## config.mk

```make
export PLATFORM = sky130hd
export DESIGN_NAME = mul_tree_bf16_param
export DESIGN_NICKNAME = d
export VERILOG_FILES = /design/src/rtl/mul_tree_bf16_param.sv
export SDC_FILE = /design/constraint.sdc
export NUM_CORES = 2
export LEC_CHECK = 0
export ABC_CLOCK_PERIOD_IN_PS = 29000
export CAP_MARGIN = 20
export CELL_PAD_IN_SITES_DETAIL_PLACEMENT = 0
export CELL_PAD_IN_SITES_GLOBAL_PLACEMENT = 1
export CORE_AREA = 4 4 378 305
export CTS_CLUSTER_SIZE = 40
export DETAILED_ROUTE_END_ITERATION = 6
export DIE_AREA = 0 0 382 309
export PLACE_DENSITY = 0.78
export SYNTH_ARGS = -nofsm -noshare
export SYNTH_HDL_FRONTEND = slang
export SYNTH_SLANG_ARGS = --single-unit
```

## constraint.sdc

```tcl
create_clock -name clk -period 29 [get_ports clk]
set_input_delay 5.8 -clock clk [delete_from_list [all_inputs] [get_ports clk]]
set_output_delay 5.8 -clock clk [all_outputs]
set_load 0.03 [all_outputs]
```

## src/rtl/mul_tree_bf16_param.sv

```systemverilog
// Parameterised bf16 product tree: N_IN masked lanes reduced over k levels, one result group per 2^k lanes.
// Latency k*(MUL_LAT+1); in_ready drops only while a different mode is still in flight.

module bf16_mul #(
  parameter int LAT = 3
) (
  input  logic        clk,
  input  logic        rst,
  input  logic        in_vld,
  input  logic [31:0] in_dat,
  output logic        out_vld,
  output logic [15:0] out_dat
);

  logic        sa, sb;
  logic [7:0]  ea, eb;
  logic [6:0]  fa, fb;
  logic [15:0] prod;
  logic        nrm, grd, stk;
  logic [6:0]  m7;
  logic [7:0]  m8;
  logic [9:0]  e_sum;
  logic [15:0] res;

  logic [LAT-1:0] v_q, v_d;
  logic [15:0]    p_q [LAT];
  logic [15:0]    p_d [LAT];

  assign sa = in_dat[31];
  assign ea = in_dat[30:23];
  assign fa = in_dat[22:16];
  assign sb = in_dat[15];
  assign eb = in_dat[14:7];
  assign fb = in_dat[6:0];

  // Round to nearest even on the 16-bit significand product; subnormal operands count as zero.
  always_comb begin
    prod  = 16'({1'b1, fa}) * 16'({1'b1, fb});
    nrm   = prod[15];
    m7    = nrm ? prod[14:8] : prod[13:7];
    grd   = nrm ? prod[7] : prod[6];
    stk   = nrm ? |prod[6:0] : |prod[5:0];
    m8    = {1'b0, m7} + {7'b0, grd & (stk | m7[0])};
    e_sum = {2'b0, ea} + {2'b0, eb} + {9'b0, nrm} + {9'b0, m8[7]};
    res   = {sa ^ sb, e_sum[7:0] - 8'd127, m8[6:0]};
    if ((ea == 8'hFF && fa != 7'h0) || (eb == 8'hFF && fb != 7'h0) ||
        (ea == 8'hFF && eb == 8'h00) || (eb == 8'hFF && ea == 8'h00)) begin
      res = 16'h7FC0;
    end else if (ea == 8'hFF || eb == 8'hFF) begin
      res = {sa ^ sb, 8'hFF, 7'h0};
    end else if (ea == 8'h00 || eb == 8'h00) begin
      res = {sa ^ sb, 15'h0};
    end else if (e_sum >= 10'd382) begin
      res = {sa ^ sb, 8'hFF, 7'h0};
    end else if (e_sum <= 10'd127) begin
      res = {sa ^ sb, 15'h0};
    end
  end

  always_comb begin
    v_d    = v_q;
    p_d    = p_q;
    v_d[0] = in_vld;
    p_d[0] = res;
    for (int i = 1; i < LAT; i++) begin
      v_d[i] = v_q[i-1];
      p_d[i] = p_q[i-1];
    end
  end

  always_ff @(posedge clk or posedge rst) begin
    if (rst) begin
      v_q <= '0;
      for (int i = 0; i < LAT; i++) p_q[i] <= 16'h0;
    end else begin
      v_q <= v_d;
      p_q <= p_d;
    end
  end

  assign out_vld = v_q[LAT-1];
  assign out_dat = p_q[LAT-1];

endmodule

module mul_tree_bf16_param #(
  parameter int N_IN    = 8,
  parameter int MUL_LAT = 3,
  parameter int LEVELS  = $clog2(N_IN)
) (
  input  logic                       clk,
  input  logic                       rst,
  input  logic [N_IN*16-1:0]         in_data,
  input  logic [N_IN-1:0]            in_mask,
  input  logic [$clog2(LEVELS):0]    in_mode,
  input  logic                       in_valid,
  output logic                       in_ready,
  output logic [(N_IN/2)*16-1:0]     out_data,
  output logic                       out_valid,
  output logic [$clog2(LEVELS):0]    out_mode,
  output logic                       err_mode,
  output logic                       busy
);

  localparam int MW   = $clog2(LEVELS) + 1;
  localparam int L    = MUL_LAT + 1;
  localparam int PIPE = LEVELS * L;
  localparam int CW   = $clog2(PIPE + 1);
  localparam int NO   = N_IN / 2;

  logic [15:0]   lvl_dat [LEVELS+1][N_IN];
  logic [LEVELS:0] lvl_stb;

  logic          legal, acc;
  logic [MW-1:0] eff_mode;

  logic [PIPE-1:0] vld_q, vld_d;
  logic [MW-1:0]   tag_q [PIPE];
  logic [MW-1:0]   tag_d [PIPE];
  logic [CW-1:0]   cnt_q, cnt_d;
  logic [MW-1:0]   cur_mode_q, cur_mode_d;
  logic [NO*16-1:0] out_data_q, out_data_d;
  logic            out_valid_q, out_valid_d;
  logic [MW-1:0]   out_mode_q, out_mode_d;
  logic            err_q, err_d;

  assign legal    = (in_mode != '0) && (in_mode <= MW'(LEVELS));
  assign eff_mode = legal ? in_mode : MW'(1);
  assign busy     = (cnt_q != '0) | out_valid_q;
  assign in_ready = !rst && (!busy || (eff_mode == cur_mode_q));
  assign acc      = in_valid & in_ready;

  assign lvl_stb[0] = acc;
  for (genvar i = 0; i < N_IN; i++) begin : g_in
    assign lvl_dat[0][i] = in_mask[i] ? in_data[i*16 +: 16] : 16'h3F80;
  end

  for (genvar j = 1; j <= LEVELS; j++) begin : g_lvl
    localparam int NM = N_IN >> j;
    logic [15:0]   opr_q [2*NM];
    logic [15:0]   opr_d [2*NM];
    logic          stb_q, stb_d;
    logic [NM-1:0] mvld;

    always_comb begin
      stb_d = lvl_stb[j-1];
      opr_d = opr_q;
      if (lvl_stb[j-1]) begin
        for (int i = 0; i < 2*NM; i++) opr_d[i] = lvl_dat[j-1][i];
      end
    end

    always_ff @(posedge clk or posedge rst) begin
      if (rst) begin
        stb_q <= 1'b0;
        for (int i = 0; i < 2*NM; i++) opr_q[i] <= 16'h0;
      end else begin
        stb_q <= stb_d;
        opr_q <= opr_d;
      end
    end

    for (genvar m = 0; m < NM; m++) begin : g_mul
      bf16_mul #(.LAT(MUL_LAT)) u_mul (
        .clk     (clk),
        .rst     (rst),
        .in_vld  (stb_q),
        .in_dat  ({opr_q[2*m], opr_q[2*m+1]}),
        .out_vld (mvld[m]),
        .out_dat (lvl_dat[j][m])
      );
    end
    for (genvar m = NM; m < N_IN; m++) begin : g_pad
      assign lvl_dat[j][m] = 16'h0;
    end

    // Strobe only steers the next level's operand capture, never the result.
    assign lvl_stb[j] = &mvld;
  end

  always_comb begin
    vld_d      = {vld_q[PIPE-2:0], acc};
    tag_d      = tag_q;
    tag_d[0]   = eff_mode;
    for (int i = 1; i < PIPE; i++) tag_d[i] = tag_q[i-1];
    cur_mode_d = acc ? eff_mode : cur_mode_q;
    err_d      = acc & ~legal;
    out_valid_d = 1'b0;
    out_mode_d  = out_mode_q;
    out_data_d  = out_data_q;
    // A transaction of mode k retires when it reaches tag stage k*L-1.
    for (int k = 1; k <= LEVELS; k++) begin
      if (vld_q[k*L-1] && tag_q[k*L-1] == MW'(k)) begin
        out_valid_d = 1'b1;
        out_mode_d  = MW'(k);
        for (int g = 0; g < NO; g++) begin
          out_data_d[g*16 +: 16] = (g < (N_IN >> k)) ? lvl_dat[k][g] : 16'h0;
        end
      end
    end
    cnt_d = cnt_q + CW'(acc) - CW'(out_valid_d);
  end

  always_ff @(posedge clk or posedge rst) begin
    if (rst) begin
      vld_q       <= '0;
      for (int i = 0; i < PIPE; i++) tag_q[i] <= '0;
      cnt_q       <= '0;
      cur_mode_q  <= '0;
      out_data_q  <= '0;
      out_valid_q <= 1'b0;
      out_mode_q  <= '0;
      err_q       <= 1'b0;
    end else begin
      vld_q       <= vld_d;
      tag_q       <= tag_d;
      cnt_q       <= cnt_d;
      cur_mode_q  <= cur_mode_d;
      out_data_q  <= out_data_d;
      out_valid_q <= out_valid_d;
      out_mode_q  <= out_mode_d;
      err_q       <= err_d;
    end
  end

  assign out_data  = out_data_q;
  assign out_valid = out_valid_q;
  assign out_mode  = out_mode_q;
  assign err_mode  = err_q;

endmodule

```

Word-level counts from Yosys, hierarchy flattened
Cells that the tools add are included.
- bits in registers: 704
- input bits: 142
- output and inout bits: 71
- $add $sub $neg: 37
- $mul: 7
- order comparisons: 15
- equal/unequal tests: 18
- muxes and demuxes: 74
- bitwise gates (word level): 25
- reductions and logical operators: 118
- operators with widths (cell ; number):
    $mux 15 ; 28
    $mux 16 ; 15
    $mux 64 ; 3
    $add 10x1->10 ; 14
    $eq 8x8->1 const B ; 14
    $logic_not 8->1 ; 14
    $mul 8x8->16 ; 7
    $reduce_bool 7->1 ; 14
    $ge 10x9->1 const B ; 7
    $le 10x7->1 const B ; 7
    $add 8x8->9 ; 7
    $add 7x1->8 ; 7
    $sub 8x7->8 const B ; 7
    $mux 7 ; 7
    $reduce_or 7->1 ; 7
    $reduce_or 6->1 ; 7
    $logic_or 1x1->1 ; 36
    $logic_and 1x1->1 ; 33
    $mux 1 ; 17
    $mux 3 ; 4
    $and 1x1->1 ; 9
    $or 1x1->1 ; 8
    $xor 1x1->1 ; 7
    $eq 3x2->1 const B ; 2
    other kinds (11) ; 13

Depth between registers and ports, before layout
- depth in word-level cells: 13
- gate-level depth with buffers: 32
- depth with buffers taken out: 30

By module
Synthesis repeated with hierarchy kept, for this count alone.
- cells, all modules: 4617
- area total of the unflattened synthesis: 46618.5 µm²
- by module, submodules not included (module ; times used ; cells each ; area an instance (µm²) ; seq. area each (µm²)):
    mul_tree_bf16_param ; 1 ; 1249 ; 14046.0 ; 8733.4
    bf16_mul (g_lvl[1].g_mul[0].u_mul ...) ; 2 ; 471 ; 4560.6 ; 1276.2
    bf16_mul (g_lvl[2].g_mul[1].u_mul) ; 1 ; 496 ; 4787.1 ; 1276.2
    bf16_mul (g_lvl[1].g_mul[3].u_mul) ; 1 ; 495 ; 4718.3 ; 1276.2
    bf16_mul (g_lvl[2].g_mul[0].u_mul) ; 1 ; 483 ; 4667.0 ; 1276.2
    bf16_mul (g_lvl[3].g_mul[0].u_mul) ; 1 ; 476 ; 4652.0 ; 1276.2
    bf16_mul (g_lvl[1].g_mul[1].u_mul) ; 1 ; 476 ; 4626.9 ; 1276.2

Worst setup path before layout
OpenSTA, ideal clock, no wires.
- kind: input port to output port
- start point: in rst
- end point: out in_ready
- arrival: 21.259 ns
- required time: 23.200 ns
- slack: 1.941 ns
- stages on the path: 2
- cells stage by stage: inv_1 -> and2_1
- word-level cells in the longest chain between the ends: 2
- RTL lines (item ; line ; source):
    start, declared ; 92 ; input logic rst,
    $logic_not 1->1 (no line) ; -- ;
    $logic_and 1x1->1 ; 130 ; assign in_ready = !rst && (!busy || (eff_mode == cur_mode_q));
    end, declared ; 97 ; output logic in_ready,
Every way passes these cells.

Worst setup path after layout
- start point: in in_mode[1]
- end point: out in_ready
- word-level cells in the longest chain between the ends: 6
- elaborated cells on any way between the ends: 7
- RTL lines (item ; line ; source):
    start, declared ; 95 ; input logic [$clog2(LEVELS):0] in_mode,
    $le 3x2->1 or $reduce_bool 3->1 (tied branches) ; 127 ; assign legal = (in_mode != '0) && (in_mode <= MW'(LEVELS));
    $logic_and 1x1->1 ; 127 ;
    $mux 3 (*) ; 128 ; assign eff_mode = legal ? in_mode : MW'(1);
    via eff_mode[1] ; 115 ; logic [MW-1:0] eff_mode;
    $eq 3x3->1 (*) ; 130 ;
    $logic_or 1x1->1 (*) ; 130 ;
    $logic_and 1x1->1 (*) ; 130 ;
The timed path passes the listed nets; every way through them passes the cells marked *.

==> results by group <==
Die
  – Starting density of the core: 0.397
  – Die area: 118000 um^2
  – Number of I/O pins: 213
  – Die X-Extent: 382 um
  – Row Count: 110
  – Die height: 309 um
  – Core Box Area: 112000 um^2

Timing
  – Final period utilization: 0.468
  – Max Freq: 0.0737 GHz
  – RSZ-0062 raised after global routing: false
  – Post-Route Skew: 0.0333 ns
  – Minimum clock period: 13.57 ns
  – Worst-Margin Slew: 1.01 ns
  – Final setup TNS: 0 ns
  – Hold Fails Final Rpt: 0
  – Rel. slew slack: 0.328
  – Pins Over Slew Limit: 0
  – Final setup vio count: 0
  – Hold_ws: 0.329 ns

Clock tree
  – Clock transition at path regs: 0.08 ns
  – Setup bufs post-CTS: 0
  – Clock sink count: 683
  – Post-cts repair resize count: 0
  – CTS root buffer: clkbuf_16
  – Num CTS Buffers: 72
  – Worst-Skew Late Latency: 0.67 ns
  – Cts hold-fix bufs: 0
  – Clock buffer depth: 3
  – TritonCTS clock tree: built
  – CTS H-Tree Depth: 3

Route
  – DR WL/cell: 16.6 um
  – DR vias: 31347
  – Total iterations of the first detailed-routing run: 5
  – Post-Route WL: 103000 um
  – DR vias/cell: 5.04
  – DRC: 0
  – ANT nets after route: 0
  – Initial DRC Count: 1986

Min path
  – Hold path depth: 0
  – Hold Crit Class: register to register

Synth
  – Register area share after synthesis: 0.385
  – Library cells used by synthesis: 97
  – Ys async rst share: 1.00
  – Syn Inst Count: 4449
  – Synth top area cells: dfrtp_1, fa_1, ha_1
  – Synth Warn #: 0
  – Synth top area share: 0.385
  – Mapped Avg Cell Area: 9.97 um^2
  – Post-synth top area cell: dfrtp_1
  – Post-synth EDFFs: 0
  – Synth Cell Area: 44400 um^2
  – Primary FF master, synth: dfrtp_1
  – Synth top cells by count: dfrtp_1, inv_1, nand2_1
  – Flops & latches, synth: 683
  – Top-count cell post-synth: dfrtp_1

Placed design
  – IO Port Bufs: 211
  – Routability cong.: 0.855
  – Placed insts: 6089
  – DP HPWL: 80000 um

Flow run
  – Max-cap violations: 0

Critical path
  – Crit path max-delay family: buffers and inverters
  – R2R Setup Slk: 20.77 ns
  – Worst r2r src: g_lvl[3].opr_q[21]
  – Worst path depth: 6
  – Reg2reg path depth: 27
  – Most used cell, CP: clkdlybuf4s50_1
  – Worst setup SP type: input port
  – Crit-path slowest cell: clkdlybuf4s50_1
  – Critical path destination: in_ready
  – Crit path required time: 23.20 ns
  – Crit-path cells: clkdlybuf4s50_1, nor2b_1, a31oi_1, o21ai_0, and2_1, clkdlybuf4s50_1
  – Crit Reg-Reg Endpoint: g_lvl[3].g_mul[0].u_mul.p_d[20]
  – Crit path buf inv count: 2
  – Crit Path Max Fanout: 5
  – Critical path arrival: 7.77 ns
  – Critical Path Start: in_mode[1]
  – CP Class: input port to primary output
  – Worst setup EP type: primary output
  – Max stage delay on crit path: 0.70 ns

Global route
  – Pin count of the biggest net entering global routing: 115
  – Vias in the first global route: 31211
  – Total grt overflow: 0
  – Tot GR Track Use: 0.177
  – Global-route wire length before repair: 170000 um
  – Initial antenna violation count: 1

Cells and area
  – Area Growth Syn to Fin: 14.3%
  – Antenna Cells: 0
  – Number of fill cells: 10632
  – Post-Layout Cell Count: 6219
  – Share of cells above drive strength 1: 0.0637
  – Layout Nets: 5395

Outcome
  – Status: completed
-- routing by layer --
| layer | vias to the layer above | track usage | wire (um) |
|---|---|---|---|
| li1 | 15377 | - | - |
| met1 | 15250 | 0.279 | 53700 |
| met2 | 613 | 0.251 | 41800 |
| met3 | 107 | 0.0374 | 6160 |
| met4 | 0 | 0.0334 | 1590 |
| met5 | - | 0 | 0 |
-- cells by family after synthesis --
logic type      count (synthesis)  synth area share
simple gates                 1453             0.165
compound gates                767             0.110
flops                         683             0.385
fa+ha+maj                     609             0.216
buf+inv                       605            0.0516
xor+xnor                      205            0.0409
mux                           126            0.0313
other cells                     1         0.0000845
-- layout by cell type, fill, tap and decap left out, drive strengths merged, types with 24 or more instances in the layout --
cell type	instances
and2	253
nor3	71
nor2b	91
nand2	462
ha	334
a211oi	48
dfrtp	683
nor4	49
nand4	39
nand3	100
a21o	38
mux2	91
clkdlybuf4s50	211
inv	506
and3	24
mux2i	34
clkbuf	91
fa	267
o21ai	297
xnor2	115
o21a	34
buf	26
xor2	89
nor2	240
a21oi	170
-- worst min-delay path by stage --
stage	start	endpoint	slack [ns]
finish	g_lvl[1].g_mul[3].u_mul.p_d[1]	g_lvl[1].g_mul[3].u_mul.out_dat[1]	0.33
global route	g_lvl[1].g_mul[3].u_mul.p_d[1]	g_lvl[1].g_mul[3].u_mul.out_dat[1]	0.34
CTS	g_lvl[1].g_mul[3].u_mul.p_d[1]	g_lvl[1].g_mul[3].u_mul.out_dat[1]	0.32
detailed placement	g_lvl[1].g_mul[0].u_mul.p_d[4]	g_lvl[1].g_mul[0].u_mul.out_dat[4]	0.33
global placement	g_lvl[3].g_mul[0].u_mul.p_d[8]	g_lvl[3].g_mul[0].u_mul.out_dat[8]	0.33
floorplan	g_lvl[1].g_mul[0].u_mul.p_d[0]	g_lvl[1].g_mul[0].u_mul.out_dat[0]	0.33
-- registers in the layout (all words and copies together) (netlist names) --
register	flops
g_lvl.g_mul.u_mul.p_d	224
g_lvl.opr_q	224
g_lvl.g_mul.u_mul.out_dat	112
out_data	64
tag_d	33
vld_q	10
cnt_q	4
cur_mode_q	3
tag_q	3
g_lvl.g_mul.u_mul.v_q	2
out_mode	2
err_mode	1
out_valid	1
-- cell type report --
class	instances	area, um^2	share of cell area
multi-input combinational	3162	25000	0.494
sequential	683	17100	0.337
timing repair buffer	237	2340	0.0461
clock buffer	91	1960	0.0387
tap	1512	1890	0.0373
inverter	496	1870	0.0369
clock inverter	38	510	0.0101
-- stage by stage --
step           utilization  worst slack [ns]  cell area, um^2
2_1_floorplan            -              1.94            44400
3_3_place_gp         0.431             15.39            48200
3_5_place_dp         0.431             15.39            48200
4_1_cts              0.453             15.37            50700
5_1_grt              0.454             15.29            50700
6_report             0.454             15.43            50700
Power is left out: the tool's default activity adds up to more than one toggle a clock period on the data nets, which glitch-free logic cannot reach.
